--- src/rtl/timer_counter.sv ---
// timer_counter: programmable down-counting timer, interrupt source for CP0.
// One-shot / auto-reload modes with a masked level or pulse IRQ.
module timer_counter (
  input  logic        clk,
  input  logic        reset,
  input  logic [1:0]  Addr,
  input  logic        WE,
  input  logic [31:0] DataIn,
  output logic [31:0] DataOut,
  output logic        IRQ
);

  localparam logic [1:0] IDLE = 2'd0;
  localparam logic [1:0] LOAD = 2'd1;
  localparam logic [1:0] CNT  = 2'd2;
  localparam logic [1:0] INT  = 2'd3;

  logic [3:0]  ctrl;
  logic [31:0] preset;
  logic [31:0] count;
  logic [1:0]  state;
  logic        irq_flag;
  logic        sw_wr;
  logic        reload;

  assign sw_wr  = WE && (Addr == 2'd0 || Addr == 2'd1);
  assign reload = (ctrl[2:1] == 2'b01);
  assign IRQ    = ctrl[3] & irq_flag;

  // Register writes win over any FSM action on the same edge.
  always_ff @(posedge clk or negedge reset) begin
    if (!reset) begin
      ctrl     <= 4'd0;
      preset   <= 32'd0;
      count    <= 32'd0;
      state    <= IDLE;
      irq_flag <= 1'b0;
    end else if (sw_wr) begin
      if (Addr == 2'd0) ctrl <= DataIn[3:0];
      else              preset <= DataIn;
      state    <= IDLE;
      irq_flag <= 1'b0;
    end else begin
      unique case (state)
        IDLE: begin
          if (ctrl[0]) state <= LOAD;
        end
        LOAD: begin
          count <= preset;
          state <= CNT;
        end
        CNT: begin
          if (!ctrl[0]) begin
            state <= IDLE;
          end else if (count > 32'd1) begin
            count <= count - 32'd1;
          end else begin
            count    <= 32'd0;
            irq_flag <= 1'b1;
            state    <= INT;
          end
        end
        INT: begin
          if (reload) begin
            irq_flag <= 1'b0;
          end else begin
            ctrl[0] <= 1'b0;
          end
          state <= IDLE;
        end
        default: state <= IDLE;
      endcase
    end
  end

  always_comb begin
    DataOut = 32'd0;
    case (Addr)
      2'd0:    DataOut = {28'd0, ctrl};
      2'd1:    DataOut = preset;
      2'd2:    DataOut = count;
      default: DataOut = 32'd0;
    endcase
  end

endmodule
--- config.mk ---
export PLATFORM = sky130hd
export DESIGN_NAME = timer_counter
export DESIGN_NICKNAME = d
export VERILOG_FILES = /design/src/rtl/timer_counter.sv
export SDC_FILE = /design/constraint.sdc
export NUM_CORES = 1
export LEC_CHECK = 0
export ABC_AREA = 1
export CAP_MARGIN = 15
export CORE_MARGIN = 1
export CORE_UTILIZATION = 59
export CTS_CLUSTER_DIAMETER = 40
export DETAILED_ROUTE_END_ITERATION = 10
export GPL_TIMING_DRIVEN = 0
export HOLD_SLACK_MARGIN = 0.08
export PLACE_DENSITY = 0.89
export SLEW_MARGIN = 20
export SYNTH_ARGS = -nofsm -noshare
export SYNTH_HDL_FRONTEND = slang
export SYNTH_SLANG_ARGS = --single-unit
--- constraint.sdc ---
create_clock -name clk -period 3.7 [get_ports clk]
set_input_delay 0.74 -clock clk [delete_from_list [all_inputs] [get_ports clk]]
set_output_delay 0.74 -clock clk [all_outputs]
set_load 0.01 [all_outputs]
# After elaboration in Yosys (flattened, before gate mapping)
# Index checks and enable logic that the tools add are counted.
# totals
reg_bits,71
latchBits,0
mem_bits_rw,0
mem_bits_ro,0
out_inout_bits,33
wordCells,56
mem_count,0
# classes
addsub,1
n_mul,0
div,0
magnitude_cmp,1
n_eq_ne,14
shifts,0
mux,18
n_bitwise,3
reduce_logical,13
# ops
operator,n
$pmux W32 S3,1
$mux W32,2
$pmux W32 S2,1
$gt A32 B1 Y1 const B,1
$sub A32 B1 Y32 const B,1
$ne A3 B3 Y1 const B,4
$mux W1,8
$mux W2,4
$pmux W2 S4,1
$eq A2 B1 Y1 const B,3
$eq A2 B2 Y1 const B,3
$reduce_and A2 Y1,3
$reduce_and A3 Y1,2
$logic_not A2 Y1,2
$ne A2 B2 Y1 const B,2
$ne A4 B4 Y1 const B,1
$reduce_and A4 Y1,1
$reduce_bool A2 Y1,2
$reduce_bool A3 Y1,1
$ne A2 B1 Y1 const B,1
$not A1 Y1,2
$pmux W1 S2,1
$and A1 B1 Y1,1
$logic_and A1 B1 Y1,1
$logic_or A1 B1 Y1,1

# Logic depth before layout (Yosys ltp)
# Gate-level depths: netlist of run 1.
# logic_depth
word_depth,5
mapped_depth,11
ltp_nobuf,11

# Worst setup path after synthesis of run 1
# No wires, ideal clock.
# synth_path
path_kind,input to output
start,input port Addr[0]
end,output port DataOut[0]
arrival_time_ns,1.761
required_ns,2.960
setup_slack_ns,1.199
path_stages,5
path_buffers,3
cell_sequence,buf_2 -> or2_2 -> clkbuf_1 -> clkbuf_1 -> o211ai_1
# synth_via
elab_chain_len,2
elab_cells_between_ends,4
cone_classes,eq/ne (2); mux (1); reduce/logical (1)
# synth_rtl
item,line,source
start: declaration,6,"input logic [1:0] Addr,"
"$eq A2 B2 Y1, or another cell as far along",78,case (Addr)
$pmux W32 S3 (*),78,
end: declaration,9,"output logic [31:0] DataOut,"
# Mark *: on every way between the ends. The rest lies on a longest branch, timed or not.

# Worst setup path after layout of run 1
# layout_path
start,input port Addr[1]
end,output port DataOut[5]
# Same word-level chain as after synthesis.

==> results of run 1 <==
==> power by group through the flow <==
stage	Combinational (W)	Clock, W	Sequential [W]
floorplan	0.00137	0	0.00123
global placement	0.00188	0	0.00131
detailed placement	0.00197	0	0.00131
CTS	0.00197	0.000634	0.00131
global route	0.00220	0.000663	0.00135
finish	0.00201	0.000631	0.00132
==> flip-flops by register name (all words and copies together), names as in the netlist <==
| name | flops |
|---|---|
| ctrl | 4 |
| preset | 32 |
| count | 32 |
| irq_flag | 1 |
| state | 2 |
==> critical path, delay by kind of cell <==
family	cells	cell delay (ns)
AOI/OAI and AO/OA	1	0.30
buffers and inverters	4	1.52
and+or+nand+nor	1	0.33
==> worst max-delay path by stage <==
| stage | slack, ns | end | cells past startpoint | start |
|---|---|---|---|---|
| floorplan | 1.20 | DataOut[0] | 5 | Addr[0] |
| finish | 0.07 | DataOut[5] | 6 | Addr[1] |
| CTS | 0.01 | DataOut[9] | 7 | Addr[1] |
| global placement | -0.57 | preset[31] | 1 | reset |
| global route | 0.005 | DataOut[5] | 6 | Addr[1] |
| detailed placement | 0.03 | DataOut[9] | 7 | Addr[1] |
==> cell usage in the layout (no fill, tap or decap), types with 4 or more instances in the layout <==
cell	netlist	routed
ha_1	6	6
a21oi_2	11	11
mux2_2	12	12
o22ai_1	18	18
clkbuf_8	0	9
inv_2	4	4
buf_2	10	11
nand4_1	4	4
dfrtp_1	71	71
o21ai_0	38	38
clkbuf_1	11	8
nand3_1	28	28
nand2_2	6	6
a21oi_1	71	71
nand2_1	108	108
inv_1	82	82
clkdlybuf4s50_1	0	67
nand3_2	10	10
o211ai_1	5	5
xor2_1	4	4
nor2_1	81	81
o21ai_1	5	5
buf_1	3	4
nor2_2	4	4
o21ai_2	9	9
a21boi_1	10	10
==> repair_timing <==
| item | CTS | global route |
|---|---|---|
| endpoints found under the setup margin | 0 | 13 |
| resized for setup | 0 | 6 |
| setup buffers | 0 | 0 |
| endpoints found under the hold margin | 0 | 0 |
| hold buffers | 0 | 0 |
==> kinds of logic after synthesis <==
logic type                 synth area share (%)
AOI/OAI and AO/OA                          22.0
and+or+nand+nor                            24.1
DFF                                        38.6
adders and majority gates                  1.63
xor gates and xnor gates                  0.761
buffers and inverters                      9.98
muxes                                      2.94
==> stage by stage <==
| stage | hold slack (ns) | util (%) | setup TNS, ns | power, W |
|---|---|---|---|---|
| 2_1_floorplan | 0.442 | - | 0 | 0.00260 |
| 4_1_cts | 0.316 | 75.9 | 0 | 0.00391 |
| 3_5_place_dp | 0.466 | 73.2 | 0 | 0.00328 |
| 3_3_place_gp | 0.463 | 73.0 | -40.16 | 0.00319 |
| 6_report | 0.313 | 75.9 | 0 | 0.00396 |
| 5_1_grt | 0.332 | 75.9 | 0 | 0.00421 |
==> cell type report <==
class	instances	area, sq um
tap	99	124
sequential	71	1780
multi-input combinational	441	2370
clock inverter	7	73.8
buffer	27	139
timing repair buffer	69	698
clock buffer	9	124
inverter	86	323
fill	548	1780
==> layer usage <==
| layer | vias up | wire length [microns] |
|---|---|---|
| met5 | - | 0 |
| met4 | 0 | 524 |
| met3 | 47 | 1230 |
| met2 | 298 | 6930 |
| met1 | 2254 | 5740 |
| li1 | 2212 | - |
==> flow_metrics.env, run 1 <==
export IMPL_r2r_cells=10
export IMPL_route_detailed_drc=0
export IMPL_syn_inst=625
export IMPL_switching_power_w=0.00191
export IMPL_setup_viol=0
export IMPL_dieWidth_microns=90.3
export IMPL_relSlewSlack_pct=53.3
export IMPL_seqPwrFrac_pct=33.3
export IMPL_portBuffers=68
export IMPL_wl_per_cell_microns=17.8
export IMPL_yosysUniqueCellTypes=34
export IMPL_grt_util_met1_pct=46.0
export IMPL_rsz0062_at_grt="false"
export IMPL_fin_crit_ns=3.63
export IMPL_grt_pass1_wl_microns=23300
export IMPL_first_global_vias=4712
export IMPL_overflow=0
export IMPL_yosys_warnings=0
export IMPL_maxCapViolCount=0
export IMPL_crit_required_ns=2.96
export IMPL_grt_max_degree=43
export IMPL_cp_max_fo=10
export IMPL_pre_cts_ws_ns=0.0262
export IMPL_finalNonFillerCells=809
export IMPL_hold_class="in2async"
export IMPL_clk_latency_ns=0.35
export IMPL_cp_end_kind="output pin"
export IMPL_cp_start_kind="input port"
export IMPL_clkPwrFrac_pct=15.9
export IMPL_die_area_sq_um=8160
export IMPL_fin_nets=748
export IMPL_power_density_nw_per_um2=704
export IMPL_routed_via_count=4811
export IMPL_cts_tree="done"
export IMPL_grtUsageMet2_pct=61.2
export IMPL_final_setup_skew_ns=0.0126
export IMPL_synth_top_area_cell="dfrtp_1"
export IMPL_drive_gt1_share_pct=13.5
export IMPL_crit_path_max_incr_delay_ns=0.58
export IMPL_fin_crit_sh_pct=98.2
export IMPL_wl_microns=14400
export IMPL_r2r_setup_slack_ns=1.31
export IMPL_synth_top_cells_by_area="dfrtp_1 (39%), nand2_1 (8.8%), a21oi_1 (7.7%), inv_1 (6.7%), nor2_1 (6.6%)"
export IMPL_synth_nets=668
export IMPL_syn_avg_cell_area_sq_um=7.36
export IMPL_cts_buffer_depth=2
export IMPL_timing_final_hold_violations=0
export IMPL_numPlacedInstances=793
export IMPL_outcome="finished clean"
export IMPL_internal_power_w=0.00205
export IMPL_initial_utilization_pct=62.1
export IMPL_r2r_start="state[0]"
export IMPL_use_met3_pct=6.82
export IMPL_design_area_sq_um=5620
export IMPL_yosysSeqAreaShare_pct=38.6
export IMPL_drt_initial_drc_count=374
export IMPL_firstDrtPassIters=5
export IMPL_path_clk_slew_ns=0.09
export IMPL_r2r_end="count[31]"
export IMPL_num_rows=31
export IMPL_grt_most_used_layer="met2"
export IMPL_route_antenna_remaining_nets=0
export IMPL_htreeDepth=3
export IMPL_gp_congestion=0.897
export IMPL_setup_ws_ns=0.0669
export IMPL_tightest_slew_ns=0.700
export IMPL_cp_arrival_ns=2.89
export IMPL_antenna_found_initial=0
export IMPL_root_buffer="clkbuf_8"
export IMPL_switching_share_pct=48.1
export IMPL_die_h_microns=90.3
export IMPL_crit_top_cell="clkdlybuf4s50_1"
export IMPL_critical_path_class="in2out"
export IMPL_synth_ff_type="dfrtp_1"
export IMPL_timing_fmax_mhz=275
export IMPL_critPathSlowestCell="clkdlybuf4s50_1"
export IMPL_core_area_sq_um=7410
export IMPL_area_growth_pct=22.2
export IMPL_place_area_sq_um=5420
export IMPL_synth_commonest_cells="nand2_1 (108), inv_1 (82), nor2_1 (81), a21oi_1 (71), dfrtp_1 (71)"
export IMPL_num_antenna_cells=0
export IMPL_cts_made_buffers=9
export IMPL_critical_path_cell_chain="clkdlybuf4s50_1, inv_2, nand2_1, buf_1, o22ai_1, clkdlybuf4s50_1"
export IMPL_async_reset_ff_share_pct=100
export IMPL_yosysMostFrequentCell="nand2_1"
export IMPL_combPwrFrac_pct=50.7
export IMPL_grt_usage_pct=36.7
export IMPL_cts_sinks=71
export IMPL_io_pins=70
export IMPL_synth_seq_cells=71
export IMPL_vdd_drop_max_mv=0.523
export IMPL_hpwl_microns=10700
export IMPL_vias_per_cell=5.95
export IMPL_maxSlewViolCount=0
export IMPL_leakage_nw=2.53
export IMPL_synth_top_area_share_pct=38.6
export IMPL_syn_area_sq_um=4600
export IMPL_synth_edf_count=0
No activity file was read; power rests on OpenSTA's default activity.
==> run 2: changes to the inputs <==
- CORE_UTILIZATION: 59 -> 50
- PLACE_DENSITY: 0.89 -> 0.81
- clock period: 3.7 -> 3.18 ns (I/O delays scaled with it)
==> flow_metrics.env, run 2 (same netlist as run 1, synthesis figures left out) <==
export IMPL_outcome="finished with violations"
export IMPL_violations="DRC"
export IMPL_num_antenna_cells=0
export IMPL_final_setup_skew_ns=0.00958
export IMPL_timing_final_hold_violations=0
export IMPL_cp_max_fo=10
export IMPL_cts_hold_buf=0
export IMPL_die_area_sq_um=9590
export IMPL_crit_required_ns=2.54
export IMPL_hpwl_microns=10700
export IMPL_rsz0062_at_grt="false"
export IMPL_cts_setup_buffers=0
export IMPL_setup_viol=0
export IMPL_gp_congestion=0.939
export IMPL_htreeDepth=3
export IMPL_maxCapViolCount=0
export IMPL_path_clk_slew_ns=0.07
export IMPL_maxSlewViolCount=0
export IMPL_hold_worst_slack_ns=0.230
export IMPL_clk_latency_ns=0.36
export IMPL_wl_per_cell_microns=17.1
export IMPL_area_growth_pct=22.8
export IMPL_overflow=0
export IMPL_layout_common_cells="nand2_1 (107), inv_1 (82), nor2_1 (81)"
export IMPL_hold_class="in2async"
export IMPL_root_buffer="clkbuf_8"
export IMPL_layout_commonest_cell="nand2_1"
export IMPL_cp_end_kind="output pin"
export IMPL_fin_crit_ns=3.12
export IMPL_critPathSlowestCell="clkdlybuf4s50_1"
export IMPL_fin_nets=747
export IMPL_cp_arrival_ns=2.48
export IMPL_cts_tree="done"
export IMPL_die_h_microns=97.9
export IMPL_grt_usage_pct=30.7
export IMPL_leakage_nw=2.71
export IMPL_p_total_w=0.00452
export IMPL_cts_sinks=71
export IMPL_pre_cts_ws_ns=-0.286
export IMPL_grt_max_degree=38
export IMPL_reg_top3="count: 32 flops, preset: 32 flops, ctrl: 4 flops"
export IMPL_critical_path_class="in2out"
export IMPL_relSlewSlack_pct=49.1
export IMPL_tightest_slew_ns=0.764
export IMPL_fin_util_pct=64.2
export IMPL_drt_initial_drc_count=273
export IMPL_initial_utilization_pct=52.3
export IMPL_setup_ws_ns=0.0621
export IMPL_drive_gt1_share_pct=13.8
export IMPL_critical_path_cell_chain="clkdlybuf4s50_1, inv_2, nand2_2, clkbuf_2, o22ai_1, clkdlybuf4s50_1"
export IMPL_cts_buffer_depth=2
export IMPL_grt_pass1_wl_microns=23000
export IMPL_power_density_nw_per_um2=800
export IMPL_core_area_sq_um=8810
export IMPL_wl_microns=14000
export IMPL_vias_per_cell=5.56
export IMPL_routed_via_count=4538
export IMPL_route_detailed_drc=5
export IMPL_portBuffers=68
export IMPL_dieWidth_microns=97.9
export IMPL_antenna_found_initial=0
export IMPL_critical_path_buf_inv_count=4
export IMPL_first_global_vias=4672
export IMPL_fillers=795
export IMPL_cts_made_buffers=9
export IMPL_fin_crit_sh_pct=98.0
export IMPL_firstDrtPassIters=8
export IMPL_cp_top_family="buffers and inverters"
export IMPL_vdd_drop_max_mv=0.475
export IMPL_timing_fmax_mhz=321
export IMPL_route_antenna_remaining_nets=0
export IMPL_num_rows=34
export IMPL_crit_path_max_incr_delay_ns=0.56
export IMPL_cp_start_kind="input port"
export IMPL_crit_top_cell="clkdlybuf4s50_1"
export IMPL_io_pins=70
## run 2: cell types whose count changed in the layout (fill, tap and decap cells not counted), moves of 3 or more
cell	delta
clkdlybuf4s50_1	-23
dlygate4sd2_1	+13
dlymetal6s2s_1	+10
clkinv_2	+3
inv_6	-3
## run 2: power by group
part           total [W]  switching [W]  internal [W]  leakage, nW
clock network   0.000713       0.000356      0.000356       0.0988
registers        0.00152       0.000304       0.00122        0.808
logic            0.00229        0.00145      0.000839         1.81
## run 2: repair_timing
item	4_1_cts	5_1_grt
hold endpoints to repair	0	0
gates resized for setup	22	12
setup endpoints to repair	30	10
## run 2: layer usage
layer	track usage, %	share of wire [%]	vias up
met1	37.3	43	2159
met2	53.2	50	137
li1	-	-	2204
met3	5.58	4.9	38
met4	13.2	2.9	0
met5	0	0	-
## run 2: path summary, 6_finish.rpt
check | startpoint | slack [ns] | endpoint | cells past startpoint
worst max register to register | state[0] | 0.87 | count[5] | 10
max in group asynchronous | reset | 2.39 | count[4] | 2
worst min-delay path | reset | 0.23 | preset[18] | 1
worst max-delay path | Addr[1] | 0.06 | DataOut[12] | 6
min in group clk | irq_flag | 0.49 | irq_flag | 2
worst min register to register | irq_flag | 0.49 | irq_flag | 2
## run 2: final cells by class
class / instances / area, sq um / area share, %
sequential: 71 / 1780 / 31.4
clock inverter: 6 / 62.6 / 1.11
clock buffer: 9 / 124 / 2.19
tap: 108 / 135 / 2.39
multi-input combinational: 441 / 2370 / 41.9
buffer: 26 / 155 / 2.75
timing repair buffer: 69 / 707 / 12.5
inverter: 86 / 323 / 5.71
## run 2: metrics by stage
stage / cell area [sq um] / cells / TNS [ns]
floorplan: 4600 / 625 / 0
global placement: 5420 / 801 / -81.47
detailed placement: 5440 / 802 / -5.44
CTS: 5630 / 816 / 0
global route: 5650 / 816 / 0
finish: 5650 / 816 / 0
==> run 3: changes to the inputs <==
- SKIP_CTS_REPAIR_TIMING: default -> 1
==> flow_metrics.env, run 3 (same netlist as run 1, synthesis figures left out) <==
export IMPL_die_area_sq_um=9590
export IMPL_cp_arrival_ns=2.69
export IMPL_cp_top_family="buffers and inverters"
export IMPL_dieWidth_microns=97.9
export IMPL_leakage_nw=2.73
export IMPL_cts_buffer_depth=2
export IMPL_final_setup_skew_ns=0.0105
export IMPL_hold_worst_slack_ns=0.230
export IMPL_core_area_sq_um=8810
export IMPL_cp_start_kind="input port"
export IMPL_critical_path_cell_chain="clkdlybuf4s50_1, inv_2, or2_2, clkbuf_1, clkbuf_2, o21ai_0, clkdlybuf4s50_1"
export IMPL_antenna_found_initial=0
export IMPL_crit_required_ns=2.54
export IMPL_routed_via_count=4573
export IMPL_root_buffer="clkbuf_8"
export IMPL_vdd_drop_max_mv=0.482
export IMPL_critical_path_class="in2out"
export IMPL_numPlacedInstances=802
export IMPL_fin_crit_ns=3.32
export IMPL_maxSlewViolCount=0
export IMPL_violations="DRC, setup timing"
export IMPL_fin_crit_sh_pct=104
export IMPL_cts_tree="done"
export IMPL_reg_top3="count: 32 flops, preset: 32 flops, ctrl: 4 flops"
export IMPL_setup_ws_ns=-0.142
export IMPL_grt_usage_pct=30.6
export IMPL_timing_final_hold_violations=0
export IMPL_layout_commonest_cell="nand2_1"
export IMPL_vias_per_cell=5.60
export IMPL_clk_latency_ns=0.36
export IMPL_power_density_nw_per_um2=802
export IMPL_initial_utilization_pct=52.3
export IMPL_path_clk_slew_ns=0.07
export IMPL_portBuffers=68
export IMPL_num_rows=34
export IMPL_drt_initial_drc_count=239
export IMPL_grt_most_used_layer="met2"
export IMPL_tightest_slew_ns=0.790
export IMPL_overflow=0
export IMPL_finalNonFillerCells=817
export IMPL_setup_viol=16
export IMPL_layout_common_cells="nand2_1 (108), inv_1 (82), nor2_1 (81)"
export IMPL_relSlewSlack_pct=47.3
export IMPL_route_detailed_drc=5
export IMPL_htreeDepth=3
export IMPL_die_h_microns=97.9
export IMPL_cp_end_kind="output pin"
export IMPL_area_growth_pct=23.1
export IMPL_hold_class="in2async"
export IMPL_cts_sinks=71
export IMPL_io_pins=70
export IMPL_cp_max_fo=10
export IMPL_use_met3_pct=5.44
export IMPL_wl_microns=14000
export IMPL_fin_util_pct=64.4
export IMPL_hpwl_microns=10700
export IMPL_p_total_w=0.00455
export IMPL_num_antenna_cells=0
export IMPL_firstDrtPassIters=8
export IMPL_grt_pass1_wl_microns=22900
export IMPL_grt_util_met1_pct=37.2
export IMPL_crit_top_cell="clkdlybuf4s50_1"
export IMPL_wl_per_cell_microns=17.2
export IMPL_outcome="finished with violations"
export IMPL_rsz0062_at_grt="true"
export IMPL_fin_nets=748
export IMPL_timing_fmax_mhz=301
export IMPL_critical_path_buf_inv_count=5
export IMPL_grt_max_degree=38
export IMPL_critPathSlowestCell="clkdlybuf4s50_1"
export IMPL_gp_congestion=0.939
export IMPL_grtUsageMet2_pct=53.3
export IMPL_drive_gt1_share_pct=13.7
export IMPL_route_antenna_remaining_nets=0
export IMPL_cts_made_buffers=9
export IMPL_maxCapViolCount=0
export IMPL_first_global_vias=4663
export IMPL_crit_path_max_incr_delay_ns=0.57
export IMPL_fillers=789
run 3: path summary, 6_finish.rpt:
check                               from     endpoint  slack, ns  cells after the start
worst max-delay path             Addr[1]  DataOut[27]      -0.14                      7
worst min-delay path               reset   preset[18]       0.23                      1
worst max register to register  state[0]     count[5]       0.88                     10
worst min register to register  irq_flag     irq_flag       0.49                      2
max in group asynchronous          reset   preset[16]       2.39                      2
min in group clk                irq_flag     irq_flag       0.49                      2
run 3: report_power, final:
part | internal (W) | switching, W
registers | 0.00122 | 0.000304
clock network | 0.000356 | 0.000360
logic | 0.000857 | 0.00145
total | 0.00243 | 0.00212
run 3: layout make-up:
class	count	area, sq um	area share, %
buffer	27	144	2.54
clock buffer	9	124	2.19
clock inverter	6	62.6	1.10
inverter	86	323	5.70
multi-input combinational	441	2370	41.8
sequential	71	1780	31.4
tap	108	135	2.38
timing repair buffer	69	736	13.0
run 3: metal layers:
| metal | vias to the layer above | routed length (microns) | share of wire (%) |
|---|---|---|---|
| met5 | - | 0 | 0 |
| met4 | 0 | 424 | 3.0 |
| met3 | 36 | 724 | 5.2 |
| met2 | 140 | 6990 | 50 |
| met1 | 2190 | 5870 | 42 |
| li1 | 2207 | - | - |
run 3: metrics by stage:
step	cell area [sq um]	TNS (ns)	setup slack [ns]
after CTS	5620	-5.54	-0.305
after floorplan	4600	0	0.887
final	5670	-1.35	-0.142
after global routing	5670	-2.69	-0.245
after global placement	5420	-81.47	-1.09
after detailed placement	5440	-5.44	-0.286
